<file path="src/rtl/shift_alu_pipe.sv">
// shift_alu_pipe: two-stage pipelined shifter followed by an ALU.
//   Stage 1 shifts operand m (LSL/LSR/ASR/ROR/RRX) and latches the shifter
//   carry. Stage 2 performs ADD-with-carry/SUB/MOV/CMP against n and
//   registers the result together with the NZCV flags.
// Ports:
//   clk, rst          clock (rising edge), asynchronous active-high reset
//   in_valid/in_ready input handshake; in_ready = !out_valid || out_ready
//   op, s_type, shamt ALU operation, shift type, shift amount
//   m, n, carry_in    shifted operand, first ALU operand, current C flag
//   out_valid/out_ready output handshake
//   d, carry_out, overflow, zero, negative, write_en  registered result
module shift_alu_pipe #(
    parameter int WIDTH   = 32,
    parameter int SHAMT_W = 5
) (
    input  logic               clk,
    input  logic               rst,
    input  logic               in_valid,
    output logic               in_ready,
    input  logic [1:0]         op,
    input  logic [1:0]         s_type,
    input  logic [SHAMT_W-1:0] shamt,
    input  logic [WIDTH-1:0]   m,
    input  logic [WIDTH-1:0]   n,
    input  logic               carry_in,
    output logic               out_valid,
    input  logic               out_ready,
    output logic [WIDTH-1:0]   d,
    output logic               carry_out,
    output logic               overflow,
    output logic               zero,
    output logic               negative,
    output logic               write_en
);

    typedef enum logic [1:0] {OP_ADD = 2'b00, OP_SUB = 2'b01, OP_MOV = 2'b10, OP_CMP = 2'b11} op_t;
    typedef enum logic [1:0] {SH_LSL = 2'b00, SH_LSR = 2'b01, SH_ASR = 2'b10, SH_ROR = 2'b11} shift_t;

    logic adv;
    assign adv      = !out_valid || out_ready;
    assign in_ready = adv;

    // ---------------- stage 1: shifter ----------------
    logic [WIDTH-1:0]   sh;
    logic               sc;
    logic [WIDTH:0]     ext;
    logic [2*WIDTH-1:0] rot;

    // The one-bit extension of ext catches the last bit shifted out, which
    // is the shifter carry for LSL/LSR/ASR.
    always_comb begin
        sh  = m;
        sc  = carry_in;
        ext = '0;
        rot = '0;
        case (shift_t'(s_type))
            SH_LSL: begin
                if (shamt != '0) begin
                    ext = {1'b0, m} << shamt;
                    sh  = ext[WIDTH-1:0];
                    sc  = ext[WIDTH];
                end
            end
            SH_LSR: begin
                if (shamt == '0) begin
                    sh = '0;
                    sc = m[WIDTH-1];
                end else begin
                    ext = {m, 1'b0} >> shamt;
                    sh  = ext[WIDTH:1];
                    sc  = ext[0];
                end
            end
            SH_ASR: begin
                if (shamt == '0) begin
                    sh = {WIDTH{m[WIDTH-1]}};
                    sc = m[WIDTH-1];
                end else begin
                    ext = $signed({m, 1'b0}) >>> shamt;
                    sh  = ext[WIDTH:1];
                    sc  = ext[0];
                end
            end
            SH_ROR: begin
                if (shamt == '0) begin
                    sh = {carry_in, m[WIDTH-1:1]};
                    sc = m[0];
                end else begin
                    rot = {m, m} >> shamt;
                    sh  = rot[WIDTH-1:0];
                    sc  = rot[WIDTH-1];
                end
            end
            default: ;
        endcase
    end

    logic             s1_valid;
    op_t              s1_op;
    logic [WIDTH-1:0] s1_sh;
    logic             s1_sc;
    logic             s1_cin;
    logic [WIDTH-1:0] s1_n;

    always_ff @(posedge clk or posedge rst) begin
        if (rst) begin
            s1_valid <= 1'b0;
            s1_op    <= OP_ADD;
            s1_sh    <= '0;
            s1_sc    <= 1'b0;
            s1_cin   <= 1'b0;
            s1_n     <= '0;
        end else if (adv) begin
            s1_valid <= in_valid;
            s1_op    <= op_t'(op);
            s1_sh    <= sh;
            s1_sc    <= sc;
            s1_cin   <= carry_in;
            s1_n     <= n;
        end
    end

    // ---------------- stage 2: ALU ----------------
    logic             is_sub;
    logic [WIDTH-1:0] b;
    logic             ci;
    logic [WIDTH:0]   sum;
    logic [WIDTH-1:0] alu_d;
    logic             alu_c;
    logic             alu_v;

    always_comb begin
        is_sub = (s1_op == OP_SUB) || (s1_op == OP_CMP);
        b      = is_sub ? ~s1_sh : s1_sh;
        ci     = is_sub ? 1'b1 : s1_cin;
        sum    = {1'b0, s1_n} + {1'b0, b} + {{WIDTH{1'b0}}, ci};
        alu_d  = sum[WIDTH-1:0];
        alu_c  = sum[WIDTH];
        alu_v  = (s1_n[WIDTH-1] == b[WIDTH-1]) && (sum[WIDTH-1] != s1_n[WIDTH-1]);
        if (s1_op == OP_MOV) begin
            alu_d = s1_sh;
            alu_c = s1_sc;
            alu_v = 1'b0;
        end
    end

    always_ff @(posedge clk or posedge rst) begin
        if (rst) begin
            out_valid <= 1'b0;
            d         <= '0;
            carry_out <= 1'b0;
            overflow  <= 1'b0;
            zero      <= 1'b0;
            negative  <= 1'b0;
            write_en  <= 1'b0;
        end else if (adv) begin
            out_valid <= s1_valid;
            d         <= alu_d;
            carry_out <= alu_c;
            overflow  <= alu_v;
            zero      <= (alu_d == '0);
            negative  <= alu_d[WIDTH-1];
            write_en  <= (s1_op != OP_CMP);
        end
    end

endmodule

</file>
<file path="config.mk">
export PLATFORM = sky130hd
export DESIGN_NAME = shift_alu_pipe
export DESIGN_NICKNAME = d
export VERILOG_FILES = /design/src/rtl/shift_alu_pipe.sv
export SDC_FILE = /design/constraint.sdc
export NUM_CORES = 1
export LEC_CHECK = 0
export ABC_AREA = 1
export CORE_ASPECT_RATIO = 1.1
export CORE_MARGIN = 2
export CORE_UTILIZATION = 40
export DETAILED_ROUTE_END_ITERATION = 10
export GPL_TIMING_DRIVEN = 0
export PLACE_DENSITY = 0.64
export SYNTH_ARGS = -nofsm -noshare
export SYNTH_HDL_FRONTEND = slang
export SYNTH_SLANG_ARGS = --single-unit
</file>
<file path="constraint.sdc">
create_clock -name clk -period 4.3 [get_ports clk]
set_input_delay 0.43 -clock clk [delete_from_list [all_inputs] [get_ports clk]]
set_output_delay 0.43 -clock clk [all_outputs]
set_load 0.01 [all_outputs]
</file>
Word-level counts from Yosys, hierarchy flattened
Cells that the tools add are included.

Reductions and logical operators: 8. Multiplexer cells: 15. Bitwise operators: 1. Equal/unequal tests: 9. Shift-type cells: 4. Add/sub/neg operators: 2.

Operator list (number): $mux W32 (6); $pmux W32 S4 (1); $shr A64 B5 Y32 (1); $add A32 B32 Y33 (1); $add A33 B1 Y33 (1); $shl A32 B5 Y33 (1); $shr A33 B5 Y33 (1); $sshr A33 B5 Y33 (1); $logic_not A32 Y1 (1); $not A32 Y32 (1); $eq A2 B2 Y1 const B (4); $mux W1 (7); $logic_not A5 Y1 (1); $reduce_bool A5 Y1 (1); $eq A2 B1 Y1 const B (2); $pmux W1 S4 (1); $logic_not A2 Y1 (1); $logic_or A1 B1 Y1 (2); $ne A2 B2 Y1 const B (1); $eq A1 B1 Y1 (1); $logic_and A1 B1 Y1 (1); $logic_not A1 Y1 (1); $ne A1 B1 Y1 (1).

Word-level logic and storage cells: 52. Input port bits: 78. Output and inout port bits: 39. Register bits after elaboration: 107.

Longest topological paths before layout
Depth in word-level cells: 8. Gate-level depth with buffers: 21. Gate-level depth less buffers: 19.

Least setup slack after synthesis
OpenSTA, ideal clock, no wires.

Path kind: register to register. Start point: register s1_op[0]. End point: register zero. Arrival: 2924 ps. Path slack: 1310 ps. Library setup time: 66 ps. Stages on the path, launching flop included: 21. Data required time: 4234 ps. Path through: dfrtp_1 buf_4 buf_1 nor2_1 fa_1 fa_1 inv_1 nand3_1 nand2_1 nand3_1 nand3_1 nand2_1 nand2_1 nand2_1 nand3_1 nand2_1 nor2_1 nand2_1 nor2_1 nand3_1 nand2_1.

Longest elaborated chain between the ends: 7.

Ends and longest elaborated chain: start, declared (RTL line 99) `op_t s1_op;`; start signal, assigned (RTL line 115) `s1_op <= op_t'(op);`; $eq A2 B1 Y1 or $eq A2 B2 Y1 (tied branches) (RTL line 133) `is_sub = (s1_op == OP_SUB) || (s1_op == OP_CMP);`; $logic_or A1 B1 Y1 (RTL line 133); $mux W32 (RTL line 134) `b = is_sub ? ~s1_sh : s1_sh;`; $add A32 B32 Y33 (RTL line 136) `sum = {1'b0, s1_n} + {1'b0, b} + {{WIDTH{1'b0}}, ci};`; $add A33 B1 Y33 (RTL line 136); $mux W32 * (RTL line 140) `if (s1_op == OP_MOV) begin`; $logic_not A32 Y1 * (RTL line 161) `zero <= (alu_d == '0);`; end signal, assigned (RTL line 161); end, declared (RTL line 31) `output logic zero,`.

Mark *: on every way between the ends. The rest lies on a longest branch, timed or not. A chain may end at the register's enable or synchronous reset.

Worst setup path after layout
Ends and elaborated chain as after synthesis.

==> impl_metrics.env <==
export IMPL_outcome="finished clean"
export IMPL_rr_startpoint="s1_op[0]"
export IMPL_firstDrtPassIters=8
export IMPL_die_w_um=169
export IMPL_crit_path_end_kind="flop"
export IMPL_ys_ff_latch=106
export IMPL_antenna_found_initial=1
export IMPL_maxSlewViolCount=0
export IMPL_seq_area_frac_synth_pct=22.2
export IMPL_power_leakage_nw=7.04
export IMPL_peakVddDrop_mv=0.221
export IMPL_setup_viol=0
export IMPL_stdcell_count=2579
export IMPL_numCtsBuffers=9
export IMPL_synth_net_count=2187
export IMPL_grt_pass1_wl_um=83700
export IMPL_vias=14500
export IMPL_worst_slew_pin_slew_ps=976
export IMPL_p_int_w=0.00292
export IMPL_clockBufferDepth=2
export IMPL_start_kind="flop"
export IMPL_htree_levels=3
export IMPL_gr_total_overflow=0
export IMPL_path_max_fanout=10
export IMPL_die_area_mm2=0.0313
export IMPL_skew_ps=11.9
export IMPL_route_detailed_drc=0
export IMPL_rrSetupSlack_ps=360
export IMPL_grt_max_degree=71
export IMPL_dp_cells=2562
export IMPL_fmax_mhz=254
export IMPL_crit_required_ps=4620
export IMPL_cts_tree="done"
export IMPL_drive_above_1_share_pct=6.85
export IMPL_ctsRootBufferMaster="clkbuf_16"
export IMPL_maxCapViolCount=0
export IMPL_power_switching_w=0.00289
export IMPL_synth_yosys_warnings=0
export IMPL_ios=117
export IMPL_path_clk_slew_ps=80
export IMPL_fp_coreArea_mm2=0.0295
export IMPL_port_buffers=111
export IMPL_clkSinkCount=106
export IMPL_setup_tns_ps=0
export IMPL_die_h_um=185
export IMPL_hold_viol=0
export IMPL_swShare_pct=49.7
export IMPL_clock_latency_ps=380
export IMPL_ys_types=59
export IMPL_ys_flop_type="dfrtp_1"
export IMPL_wirelength_um=57500
export IMPL_hpwl_um=48400
export IMPL_reg2reg_depth=18
export IMPL_drt_iter0_markers=1275
export IMPL_gp_congestion=1.02
export IMPL_power_density_mw_per_mm2=419
export IMPL_total_power_w=0.00581
export IMPL_grt_usage_pct=36.4
export IMPL_row_count=66
export IMPL_fin_ws_ps=357
export IMPL_period_share_pct=91.7
export IMPL_start_util_pct=40.6
export IMPL_synth_edf_count=0
export IMPL_hp_class="in2async"
export IMPL_final_nets=2310
export IMPL_pwr_share_comb_pct=60.0
export IMPL_max_slew_margin_pct=35.0
export IMPL_fillers=3258
export IMPL_syn_inst=2076
export IMPL_grt_pass1_vias=13700
export IMPL_viasPerCell=5.63
export IMPL_dp_slack_ps=378
export IMPL_syn_area_mm2=0.0120
export IMPL_postSynth_asyncResetShare_pct=100
export IMPL_antenna_left=0
export IMPL_power_frac_seq_pct=25.5
export IMPL_r2r_end="zero"
export IMPL_post_cts_buffers=0
export IMPL_rsz0062_at_grt="no"
export IMPL_p_clk_share_pct=14.5
export IMPL_critPathArrivalTime_ps=4260
export IMPL_post_cts_resized=0
export IMPL_period_needed_ps=3940
export IMPL_cts_hold_buf=0
export IMPL_path_class="reg2reg"
export IMPL_syn_avg_cell_area_um2=5.76
export IMPL_area_delta_synth_final_pct=15.9
export IMPL_post_drt_wl_per_cell_um=22.3
synthesized netlist by cell type (all sizes together) (3+ instances only):
master / number / area, um^2
mux2i: 9 / 106
a31oi: 48 / 300
o21a: 5 / 37.5
clkinv: 4 / 15.0
o311ai: 3 / 26.3
nand3: 135 / 688
o21ai: 212 / 1110
buf: 66 / 414
or2: 10 / 62.6
nand2: 847 / 3210
a21oi: 88 / 485
xor2: 30 / 263
dfrtp: 106 / 2650
clkbuf: 41 / 154
xnor2: 3 / 26.3
ha: 31 / 388
nor2: 147 / 616
nand4: 15 / 93.8
o211ai: 18 / 145
nand3b: 9 / 67.6
a21boi: 4 / 41.3
o2111ai: 5 / 43.8
nor3: 8 / 50.1
inv: 217 / 827
power groups by stage:
| stage | registers (W) | clock network, W | logic (W) |
|---|---|---|---|
| 4_1_cts | 0.00148 | 0.000855 | 0.00343 |
| 3_3_place_gp | 0.00149 | 0 | 0.00337 |
| 6_report | 0.00148 | 0.000844 | 0.00349 |
| 2_1_floorplan | 0.00150 | 0 | 0.00208 |
| 5_1_grt | 0.00151 | 0.000882 | 0.00384 |
| 3_5_place_dp | 0.00149 | 0 | 0.00341 |
worst max-delay path by stage:
stage / from / slack (ps) / depth (start not counted) / to
2_1_floorplan: rst / 1080 / 1 / carry_out
3_3_place_gp: rst / -440 / 2 / s1_n[21]
3_5_place_dp: s1_op[0] / 380 / 18 / zero
4_1_cts: s1_op[0] / 360 / 18 / zero
5_1_grt: s1_op[0] / 100 / 18 / zero
6_report: s1_op[0] / 360 / 18 / zero
cell families (layout without fill, tap and decap cells):
group,after synthesis,after routing,synth area share [%]
muxes,9,9,0.889
other,0,1,0
AOI/OAI and AO/OA,392,392,18.9
and+or+nand+nor,1175,1175,40.3
buffers and inverters,328,456,11.8
DFF,106,106,22.2
adders and majority gates,33,33,3.58
xor gates and xnor gates,33,33,2.42
cell type report:
type,count,area [um^2],area share [%]
multi-input combinational,1642,7900,57.0
sequential,106,2650,19.1
timing repair buffer,112,1140,8.21
inverter,221,845,6.09
buffer,107,568,4.10
tap,374,468,3.37
clock buffer,9,225,1.62
clock inverter,7,67.6,0.487
antenna,1,2.50,0.0180
routing by layer:
layer | wire [um] | part of all wire (%) | vias up | global-route usage (%)
met4 | 5180 | 9.0 | 0 | 28.8
met3 | 3220 | 5.6 | 189 | 3.01
met5 | 0 | 0 | - | 0
met1 | 21600 | 38 | 6671 | 40.7
li1 | - | - | 6948 | -
met2 | 27400 | 48 | 701 | 63.9
sequential cells by signal, indices dropped and copies added (netlist names):
| signal | count |
|---|---|
| carry_out | 1 |
| d | 32 |
| out_valid | 1 |
| overflow | 1 |
| s1_cin | 1 |
| s1_n | 32 |
| s1_op | 2 |
| s1_sc | 1 |
| s1_sh | 32 |
| s1_valid | 1 |
| write_en | 1 |
| zero | 1 |
through the flow:
step / hold WS [ps] / area [um^2] / utilization (%)
after floorplan: 420 / 12000 / -
after global routing: 484 / 13900 / 47.0
after global placement: 430 / 13500 / 45.9
after detailed placement: 447 / 13600 / 46.0
after CTS: 463 / 13900 / 47.0
final: 434 / 13900 / 47.0
worst max-delay path, cell delays in order, from the launching register on:
cell	delay (ps)
dfrtp_1	330
buf_4	200
buf_1	640
xnor2_1	200
fa_1	470
fa_1	450
inv_1	130
nand3_1	80
nand2_1	100
nand3_1	120
nand3_1	220
nand2_1	80
nand3_1	100
nand4_1	110
nor2_1	130
nand3_1	140
nor2_1	210
nand3_1	90
nand2_1	70
cell usage in the layout (no fill, tap or decap), types with 3 or more instances in the layout:
| master | count |
|---|---|
| a21oi_1 | 78 |
| a21oi_2 | 9 |
| a31oi_1 | 48 |
| buf_1 | 14 |
| buf_2 | 33 |
| buf_4 | 8 |
| buf_6 | 9 |
| clkbuf_1 | 41 |
| clkbuf_16 | 9 |
| clkdlybuf4s50_1 | 111 |
| clkinv_1 | 4 |
| dfrtp_1 | 106 |
| ha_1 | 31 |
| inv_1 | 199 |
| inv_2 | 13 |
| inv_4 | 4 |
| inv_8 | 4 |
| mux2i_1 | 7 |
| nand2_1 | 833 |
| nand2_2 | 14 |
| nand3_1 | 134 |
| nand3b_1 | 9 |
| nand4_1 | 15 |
| nor2_1 | 135 |
| nor2_2 | 7 |
| nor2_4 | 4 |
| nor3_1 | 6 |
| o2111ai_1 | 5 |
| o211ai_1 | 16 |
| o21a_1 | 5 |
| o21ai_0 | 109 |
| o21ai_1 | 90 |
| o21ai_2 | 13 |
| o311ai_0 | 3 |
| or2_1 | 4 |
| or2_2 | 6 |
| xnor2_1 | 3 |
| xor2_1 | 30 |
Power figures use the tool's default switching activity.
